--- src/rtl/rename_pkg.sv ---
// rename_pkg
//   Shared sizing constants and the retire-queue entry layout for the
//   rename/retire unit. Imported by rename_retire_unit and retire_map.
package rename_pkg;

  localparam int unsigned ARCH_REG_BITS = 5;   // 32 architectural registers
  localparam int unsigned PHYS_REG_BITS = 6;   // 64 physical registers
  localparam int unsigned ROB_DEPTH     = 16;  // retire queue entries, power of two
  localparam int unsigned TAG_BITS      = $clog2(ROB_DEPTH);

  typedef struct packed {
    logic                     has_dest;
    logic [ARCH_REG_BITS-1:0] dest_arch;
    logic [PHYS_REG_BITS-1:0] new_phys;
    logic [PHYS_REG_BITS-1:0] old_phys;
    logic                     done;
    logic                     occupied;
  } retire_entry_t;

endpackage

--- src/rtl/retire_map.sv ---
// retire_map
//   Committed (architectural) register map: arch reg -> phys reg.
//   Resets to the identity mapping. One synchronous write port, one
//   combinational read port. Arch reg 0 is hard-wired to phys reg 0.
// Ports:
//   clk, reset          clock, async active-high reset
//   wr_en/wr_arch/wr_phys  write port (applied on rising edge)
//   rd_arch/rd_phys     combinational read port
module retire_map
  import rename_pkg::*;
#(
  parameter int unsigned ARCH_REG_BITS = rename_pkg::ARCH_REG_BITS,
  parameter int unsigned PHYS_REG_BITS = rename_pkg::PHYS_REG_BITS
) (
  input  logic                     clk,
  input  logic                     reset,
  input  logic                     wr_en,
  input  logic [ARCH_REG_BITS-1:0] wr_arch,
  input  logic [PHYS_REG_BITS-1:0] wr_phys,
  input  logic [ARCH_REG_BITS-1:0] rd_arch,
  output logic [PHYS_REG_BITS-1:0] rd_phys
);

  localparam int unsigned NUM_ARCH = 2 ** ARCH_REG_BITS;

  logic [PHYS_REG_BITS-1:0] map_q [NUM_ARCH];

  always_ff @(posedge clk or posedge reset) begin
    if (reset) begin
      for (int unsigned i = 0; i < NUM_ARCH; i++) begin
        map_q[i] <= PHYS_REG_BITS'(i);
      end
    end else if (wr_en && (wr_arch != '0)) begin
      map_q[wr_arch] <= wr_phys;
    end
  end

  assign rd_phys = map_q[rd_arch];

endmodule

--- src/rtl/rename_retire_unit.sv ---
// rename_retire_unit
//   In-order retire queue for renamed instructions. Rename allocates
//   entries at the tail, execution marks them done by tag in any order,
//   and the head retires one done entry per cycle, updating the committed
//   map and returning the previous physical mapping to the free list.
// Ports:
//   alloc_*     allocation handshake from rename (alloc_ready/alloc_tag out)
//   complete_*  completion report from execution
//   commit_*    registered pulse describing each retired mapping
//   free_*      registered pulse returning the old phys reg
//   rd_arch_reg/rd_committed_phys  committed-map read port
//   rob_count/rob_empty  occupancy status
module rename_retire_unit
  import rename_pkg::*;
#(
  parameter int unsigned ARCH_REG_BITS = rename_pkg::ARCH_REG_BITS,
  parameter int unsigned PHYS_REG_BITS = rename_pkg::PHYS_REG_BITS,
  parameter int unsigned ROB_DEPTH     = rename_pkg::ROB_DEPTH,
  localparam int unsigned TAG_BITS     = $clog2(ROB_DEPTH)
) (
  input  logic                     clk,
  input  logic                     reset,
  input  logic                     alloc_valid,
  input  logic                     alloc_has_dest,
  input  logic [ARCH_REG_BITS-1:0] alloc_dest_arch_reg,
  input  logic [PHYS_REG_BITS-1:0] alloc_new_phys_reg,
  input  logic [PHYS_REG_BITS-1:0] alloc_old_phys_reg,
  output logic                     alloc_ready,
  output logic [TAG_BITS-1:0]      alloc_tag,
  input  logic                     complete_valid,
  input  logic [TAG_BITS-1:0]      complete_tag,
  output logic                     commit_valid,
  output logic                     commit_has_dest,
  output logic [ARCH_REG_BITS-1:0] commit_arch_reg,
  output logic [PHYS_REG_BITS-1:0] commit_phys_reg,
  output logic                     free_valid,
  output logic [PHYS_REG_BITS-1:0] free_phys_reg,
  input  logic [ARCH_REG_BITS-1:0] rd_arch_reg,
  output logic [PHYS_REG_BITS-1:0] rd_committed_phys,
  output logic [TAG_BITS:0]        rob_count,
  output logic                     rob_empty
);

  retire_entry_t       rob_q [ROB_DEPTH];
  logic [TAG_BITS-1:0] head_q;
  logic [TAG_BITS-1:0] tail_q;
  logic [TAG_BITS:0]   count_q;

  retire_entry_t head_entry;
  logic          full;
  logic          do_alloc;
  logic          do_retire;
  logic          map_wr_en;

  always_comb begin
    head_entry = rob_q[head_q];
    full       = (count_q == (TAG_BITS+1)'(ROB_DEPTH));
    do_alloc   = alloc_valid && !full;
    do_retire  = head_entry.occupied && head_entry.done;
    map_wr_en  = do_retire && head_entry.has_dest;
  end

  assign alloc_ready = !full;
  assign alloc_tag   = tail_q;
  assign rob_count   = count_q;
  assign rob_empty   = (count_q == '0);

  // Write order matters: completion, then retire clear, then allocation.
  // Alloc and retire never hit the same slot (that would need a full
  // queue), and a late completion on the retiring head is overridden by
  // the clear.
  always_ff @(posedge clk or posedge reset) begin
    if (reset) begin
      for (int unsigned i = 0; i < ROB_DEPTH; i++) begin
        rob_q[i] <= '0;
      end
      head_q          <= '0;
      tail_q          <= '0;
      count_q         <= '0;
      commit_valid    <= 1'b0;
      commit_has_dest <= 1'b0;
      commit_arch_reg <= '0;
      commit_phys_reg <= '0;
      free_valid      <= 1'b0;
      free_phys_reg   <= '0;
    end else begin
      if (complete_valid && rob_q[complete_tag].occupied) begin
        rob_q[complete_tag].done <= 1'b1;
      end

      if (do_retire) begin
        rob_q[head_q] <= '0;
        head_q        <= head_q + 1'b1;
      end

      if (do_alloc) begin
        rob_q[tail_q] <= '{has_dest:  alloc_has_dest,
                           dest_arch: alloc_dest_arch_reg,
                           new_phys:  alloc_new_phys_reg,
                           old_phys:  alloc_old_phys_reg,
                           done:      1'b0,
                           occupied:  1'b1};
        tail_q        <= tail_q + 1'b1;
      end

      if (do_alloc && !do_retire) begin
        count_q <= count_q + 1'b1;
      end else if (do_retire && !do_alloc) begin
        count_q <= count_q - 1'b1;
      end

      commit_valid    <= do_retire;
      commit_has_dest <= map_wr_en;
      commit_arch_reg <= do_retire ? head_entry.dest_arch : '0;
      commit_phys_reg <= do_retire ? head_entry.new_phys  : '0;
      free_valid      <= map_wr_en;
      free_phys_reg   <= map_wr_en ? head_entry.old_phys  : '0;
    end
  end

  retire_map #(
    .ARCH_REG_BITS(ARCH_REG_BITS),
    .PHYS_REG_BITS(PHYS_REG_BITS)
  ) u_retire_map (
    .clk     (clk),
    .reset   (reset),
    .wr_en   (map_wr_en),
    .wr_arch (head_entry.dest_arch),
    .wr_phys (head_entry.new_phys),
    .rd_arch (rd_arch_reg),
    .rd_phys (rd_committed_phys)
  );

endmodule

--- config.mk ---
export PLATFORM = sky130hd
export DESIGN_NAME = rename_retire_unit
export DESIGN_NICKNAME = d
export VERILOG_FILES = /design/src/rtl/rename_pkg.sv /design/src/rtl/retire_map.sv /design/src/rtl/rename_retire_unit.sv
export SDC_FILE = /design/constraint.sdc
export NUM_CORES = 1
export LEC_CHECK = 0
export BUFFER_PORTS_ARGS = -buffer_cell sky130_fd_sc_hd__buf_2
export CELL_PAD_IN_SITES_DETAIL_PLACEMENT = 1
export CELL_PAD_IN_SITES_GLOBAL_PLACEMENT = 2
export CORE_MARGIN = 3
export CORE_UTILIZATION = 26
export CTS_BUF_LIST = sky130_fd_sc_hd__clkbuf_8
export CTS_CLUSTER_SIZE = 16
export DETAILED_ROUTE_END_ITERATION = 7
export GPL_ROUTABILITY_DRIVEN = 0
export GPL_TIMING_DRIVEN = 0
export PLACE_DENSITY = 0.55
export SLEW_MARGIN = 40
export SYNTH_ARGS = -nofsm -noshare
export SYNTH_HDL_FRONTEND = slang
export SYNTH_SLANG_ARGS = --single-unit
--- constraint.sdc ---
create_clock -name clk -period 19.25 [get_ports clk]
set_input_delay 0.9625 -clock clk [delete_from_list [all_inputs] [get_ports clk]]
set_output_delay 0.9625 -clock clk [all_outputs]
set_load 0.02 [all_outputs]
Word-level counts from Yosys, hierarchy flattened:

Cells that the tools add are included.

* register bits after elaboration: 544
* input port bits: 31
* output and inout bits: 37
* logic and storage cells: 202

* add/sub/neg operators: 4
* $lt $le $gt $ge: 9
* equality and inequality tests: 1
* mux-type cells: 28
* bitwise logic cells: 7
* reductions and logical operators: 17

Operators by type and width (count)
* $mux 320: 3
* $bwmux 320: 2
* $and 320x320->320: 1
* $not 320->320: 1
* $demux 20 s4: 3
* $bwmux 192: 1
* $bmux 20 s4: 2
* $mux 20: 4
* $bmux 6 s5: 1
* $demux 6 s5: 1
* $mux 6: 5
* $ge 5x5->1 const B: 3
* $lt 5x1->1 const B: 3
* $mux 5: 3
* $not 4->5: 3
* $ge 6x6->1 const B: 2
* $not 5->6: 2
* $logic_and 1x1->1: 11
* $add 4x1->4 const B: 2
* $lt 6x1->1 const B: 1
* $add 5x1->5 const B: 1
* $eq 5x5->1 const B: 1
* $logic_not 5->1: 1
* $reduce_bool 5->1: 1
* other kinds (5): 8

Depth between registers and ports, before layout:

* word-level depth: 11
* mapped depth: 18

Cells and area by module:

A second synthesis with hierarchy kept.

* cells, all modules: 1852
* area total of the unflattened synthesis: 25197.9 um^2

By module, submodules not included
* rename_retire_unit: instances 1, cells each 1323, area an instance 16365.7 um^2
* retire_map: instances 1, cells each 529, area an instance 8832.2 um^2

Worst setup path after synthesis:

OpenSTA, ideal clock, no wires.

* path type: input to output
* start point: in rd_arch_reg[0]
* end point: out rd_committed_phys[5]
* data arrival time: 3109 ps
* data required time: 18288 ps
* setup slack: 15179 ps
* stages on the path: 5
* cells stage by stage: buf_2 > buf_1 > mux4_2 > mux4_2 > mux2_2

* cells in the longest elaborated chain, start to end: 4

Ends and longest elaborated chain
* start: declaration: line rename_retire_unit.sv:38 `input logic [ARCH_REG_BITS-1:0] rd_arch_reg,`
* $not 5->6 (implied by the code): line retire_map.sv:38 `assign rd_phys = map_q[rd_arch];`
* $bmux 6 s5: line retire_map.sv:38
* $mux 6 (implied by the code) (2 in series): line retire_map.sv:38
* end: declaration: line rename_retire_unit.sv:39 `output logic [PHYS_REG_BITS-1:0] rd_committed_phys,`

No other way between the ends. The select of a mux whose other input is x is not followed.

Worst setup path in the final report:

* start point: reg head_q[1]
* end point: reg count_q[4] (netlist: rob_count[4])

* cells in the longest elaborated chain, start to end: 8
* elaborated cells between the ends (all ways): 10
* classes of those cells: mux (4); bitwise (1); reduce/logical (5)

Ends and longest elaborated chain
* start: declaration: line rename_retire_unit.sv:45 `logic [TAG_BITS-1:0] head_q;`
* start signal: assignment: line rename_retire_unit.sv:93 `head_q <= head_q + 1'b1;`
* $not 4->5 (implied by the code) *: line rename_retire_unit.sv:56 `head_entry = rob_q[head_q];`
* $bmux 20 s4 *: line rename_retire_unit.sv:56
* $mux 20 (implied by the code) * (2 in series): line rename_retire_unit.sv:56
* $logic_and 1x1->1 *: line rename_retire_unit.sv:59 `do_retire = head_entry.occupied && head_entry.done;`
* $logic_not 1->1: line rename_retire_unit.sv:106 `if (do_alloc && !do_retire) begin`
* $logic_and 1x1->1: line rename_retire_unit.sv:106
* $mux 5 or $reduce_bool 2->1 (tied branches)
* end signal: assignment: line rename_retire_unit.sv:107 `count_q <= count_q + 1'b1;`
* end signal: assignment: line rename_retire_unit.sv:109 `count_q <= count_q - 1'b1;`
* end: declaration: line rename_retire_unit.sv:47 `logic [TAG_BITS:0] count_q;`

Mark *: on every way between the ends. The rest lies on a longest branch, timed or not. The select of a mux whose other input is x is not followed.
A chain may end at the register's enable or synchronous reset.

==> summary.md <==
| Metric | Value |
|---|---|
| Status | `finished clean` |
| Worst Path Arrival | `5.55 ns` |
| Synth Area per Inst | `15.4 sq um` |
| CP Max Fanout | `10` |
| Met1 wire length | `36,600 um` |
| CTS tree | `yes` |
| WS Path Type | `reg -> reg` |
| ANT nets after route | `0` |
| Ys flop type | `dfrtp_1` |
| Clock group share of total power | `24.2%` |
| FMAX | `202 MHz` |
| Worst hold-check path type | `in -> async` |
| Biggest register | `rob_q` |
| Drt wl/cell | `25.2 um` |
| Setup ws final | `14.30 ns` |
| Count leader, synth | `dfrtp_1` |
| Gr ovfl total | `0` |
| Post-synth top cells | `464 x dfrtp_1, 288 x a22o_1, 156 x mux4_2, 138 x mux2_2, 93 x clkbuf_1` |
| Hpwl dp | `54,700 um` |
| Fill cells | `9,956` |
| Initial DRC count | `831` |
| Seq pwr share | `36.7%` |
| Post-CTS setup buffers | `0` |
| Total CTS buffers | `102` |
| First-pass GRT wire length | `120,000 um` |
| Rel. slew slack | `45.6%` |
| Area delta synth->final | `16.6%` |
| Synthesized area | `24,900 sq um` |
| PortBufs | `44` |
| Via count | `15.6k` |
| Clk_lat worst skew | `0.73 ns` |
| Biggest regs | `rob_q: 320 flops, u_retire_map.map_q: 192 flops` |
| Slowest-stage cell, CP | `buf_1` |
| Full die area | `99,600 sq um` |
| Yosys top cell area share | `46.6%` |
| Internal | `2.94 mW` |
| Synth area leaders | `dfrtp_1 47%, mux4_2 14%, a22o_1 10%` |
| WL met2 | `37,200 um` |
| CP cell instances | `buf_2, buf_2, mux4_2, a22oi_2, nand2_4, and2_4, buf_12, buf_8, buf_1, inv_1, ha_1, inv_1, ha_1, a21o_1, a21oi_1, xnor2_1, nor2_1, xor2_1` |
| Vias/cell | `5.02` |
| CP Capture Type | `flop` |
| Placed instance area | `26,900 sq um` |
| Highest routed layer | `met4` |
| CP top delay family | `buffers and inverters` |
| Cell taking the most area after synthesis | `dfrtp_1` |
| Core area | `94,200 sq um` |
| Final WL | `78,600 um` |
| Clock Tree Root | `clkbuf_8` |
| Library cells used by synthesis | `52` |
| Die height | `316 um` |
| Setup Skew | `0.0573 ns` |
| Max Cap Viol | `0` |
| YS warnings | `0` |
| Switching part of the total | `37.9%` |
| Max reg flops | `320` |
| Die extent in x | `316 um` |
| Post-route cell area | `29,100 sq um` |
| Largest net degree at the start of global routing | `83` |
| Psw | `1.80 mW` |
| Post-Synthesis Cells | `1,620` |
| Comb pwr share | `39.1%` |
| Pre-CTS setup slack | `14.19 ns` |
| Post-synthesis register bit count | `544` |
| Initial antenna violation count | `4` |
| Total track usage | `16.1%` |
| Power Density | `163 nW/um^2` |
| H-tree depth | `3` |
| RSZ-0062 raised after global routing | `no` |
| Cts hold-fix bufs | `0` |
| Layout cells sized above 1 | `37.8%` |
| Post-synth EDFFs | `0` |
| Worst setup SP type | `flop` |
| Hold Fails Final Rpt | `0` |
| Min Tclk post-route | `4.95 ns` |
| Clock sink count | `544` |
| Starting Density | `26.5%` |
| Critical Path RT | `19.85 ns` |
| Post_cts resized | `0` |
| Pleak | `13.0 nW` |
| Worst-margin pin slew | `0.815 ns` |
| DRC | `0` |
| Fin nets | `1,820` |
| Critical path buffers and inverters | `7` |
| Number of global-route vias before repair | `17.4k` |
| Core Rows | `112` |
| # IOs | `68` |
| Max-slew violations | `0` |
| DRT Pass-1 Iters | `7` |
| Period utilization | `25.7%` |
| Clk slew on worst S/H paths | `0.06 ns` |
| Clock Path Buffers | `3` |
| Sequential area share after synthesis | `55.0%` |
| Syn Nets | `1,665` |
| Final setup fails | `0` |
| Worst VDD drop | `0.0589 mV` |
| Met3 routed WL | `2790 um` |
| Async S/R FF share, synth | `100%` |
| CP peak stage delay | `0.53 ns` |
==> path summary, 6_finish.rpt <==
check / from / to / slack, ns / cells past startpoint
max in group asynchronous: reset / rob_q[74] / 17.55 / 5
worst max register to register: head_q[1] / rob_count[4] / 14.30 / 18
worst min register to register: u_retire_map.map_q[190] / u_retire_map.map_q[190] / 0.46 / 1
worst max-delay path: head_q[1] / rob_count[4] / 14.30 / 18
min in group clk: u_retire_map.map_q[190] / u_retire_map.map_q[190] / 0.46 / 1
worst min-delay path: reset / rob_count[1] / 0.23 / 2
==> per-stage QoR <==
step                total power [mW]  util (%)  hold slack, ns  instances  TNS [ns]
CTS                             4.82      30.8           0.152       3111         0
global placement                3.57      28.4           0.436       2918  -1296.64
floorplan                       2.97         -           0.425       1620         0
detailed placement              3.62      28.6           0.446       2925         0
finish                          4.74      30.9           0.229       3115         0
global route                    5.04      30.9           0.196       3114         0
==> placed cells by master, fill, tap and decap left out, drive strengths merged, types with 5 or more instances in the layout <==
cell type,synthesis,layout
a31oi,20,20
and2b,7,7
mux2,193,193
and3,12,12
mux4,156,156
inv,11,56
nand2b,5,5
nor2b,14,14
nand3,17,17
ha,13,13
a22oi,12,12
a21o,17,17
a21oi,17,17
dfrtp,464,464
nand2,29,29
clkbuf,93,226
clkinv,0,9
buf,79,128
dfstp,80,80
a22o,288,288
nor2,46,46
xnor2,9,9
nand4,9,9
nor3,5,5
==> power by group through the flow <==
stage                     sequential, mW  combinational, mW  clock, mW
after floorplan                     1.70               1.27          0
after global placement              1.73               1.84          0
after detailed placement            1.75               1.88          0
after CTS                           1.74               1.88       1.20
after global routing                1.78               2.00       1.25
final                               1.74               1.85       1.15
==> metal layers <==
metal	GRT usage [%]	vias up
met5	0	-
met4	4.75	0
met3	2.96	136
met2	25.7	309
met1	22.5	8616
li1	-	6565
==> cell families after synthesis <==
logic type	count (synthesis)	share of synthesized area, %
muxes	351	23.0
buffers and inverters	183	3.39
AOI/OAI and AO/OA	359	13.0
and+or+nand+nor	158	4.51
xor gates and xnor gates	11	0.387
adders and majority gates	14	0.733
DFF	544	55.0
==> cell type report <==
type	count	area [sq um]	area share [%]
flip-flops and latches	544	13700	47.2
multi-input cells	893	10400	35.7
clock buffers	131	1800	6.21
well taps	1254	1570	5.40
plain buffers	172	822	2.83
repair buffers	51	413	1.42
clock inverters	55	310	1.07
inverters	11	48.8	0.168
diodes	4	10.0	0.0345
Note: power is estimated with default switching activity, not from simulation.
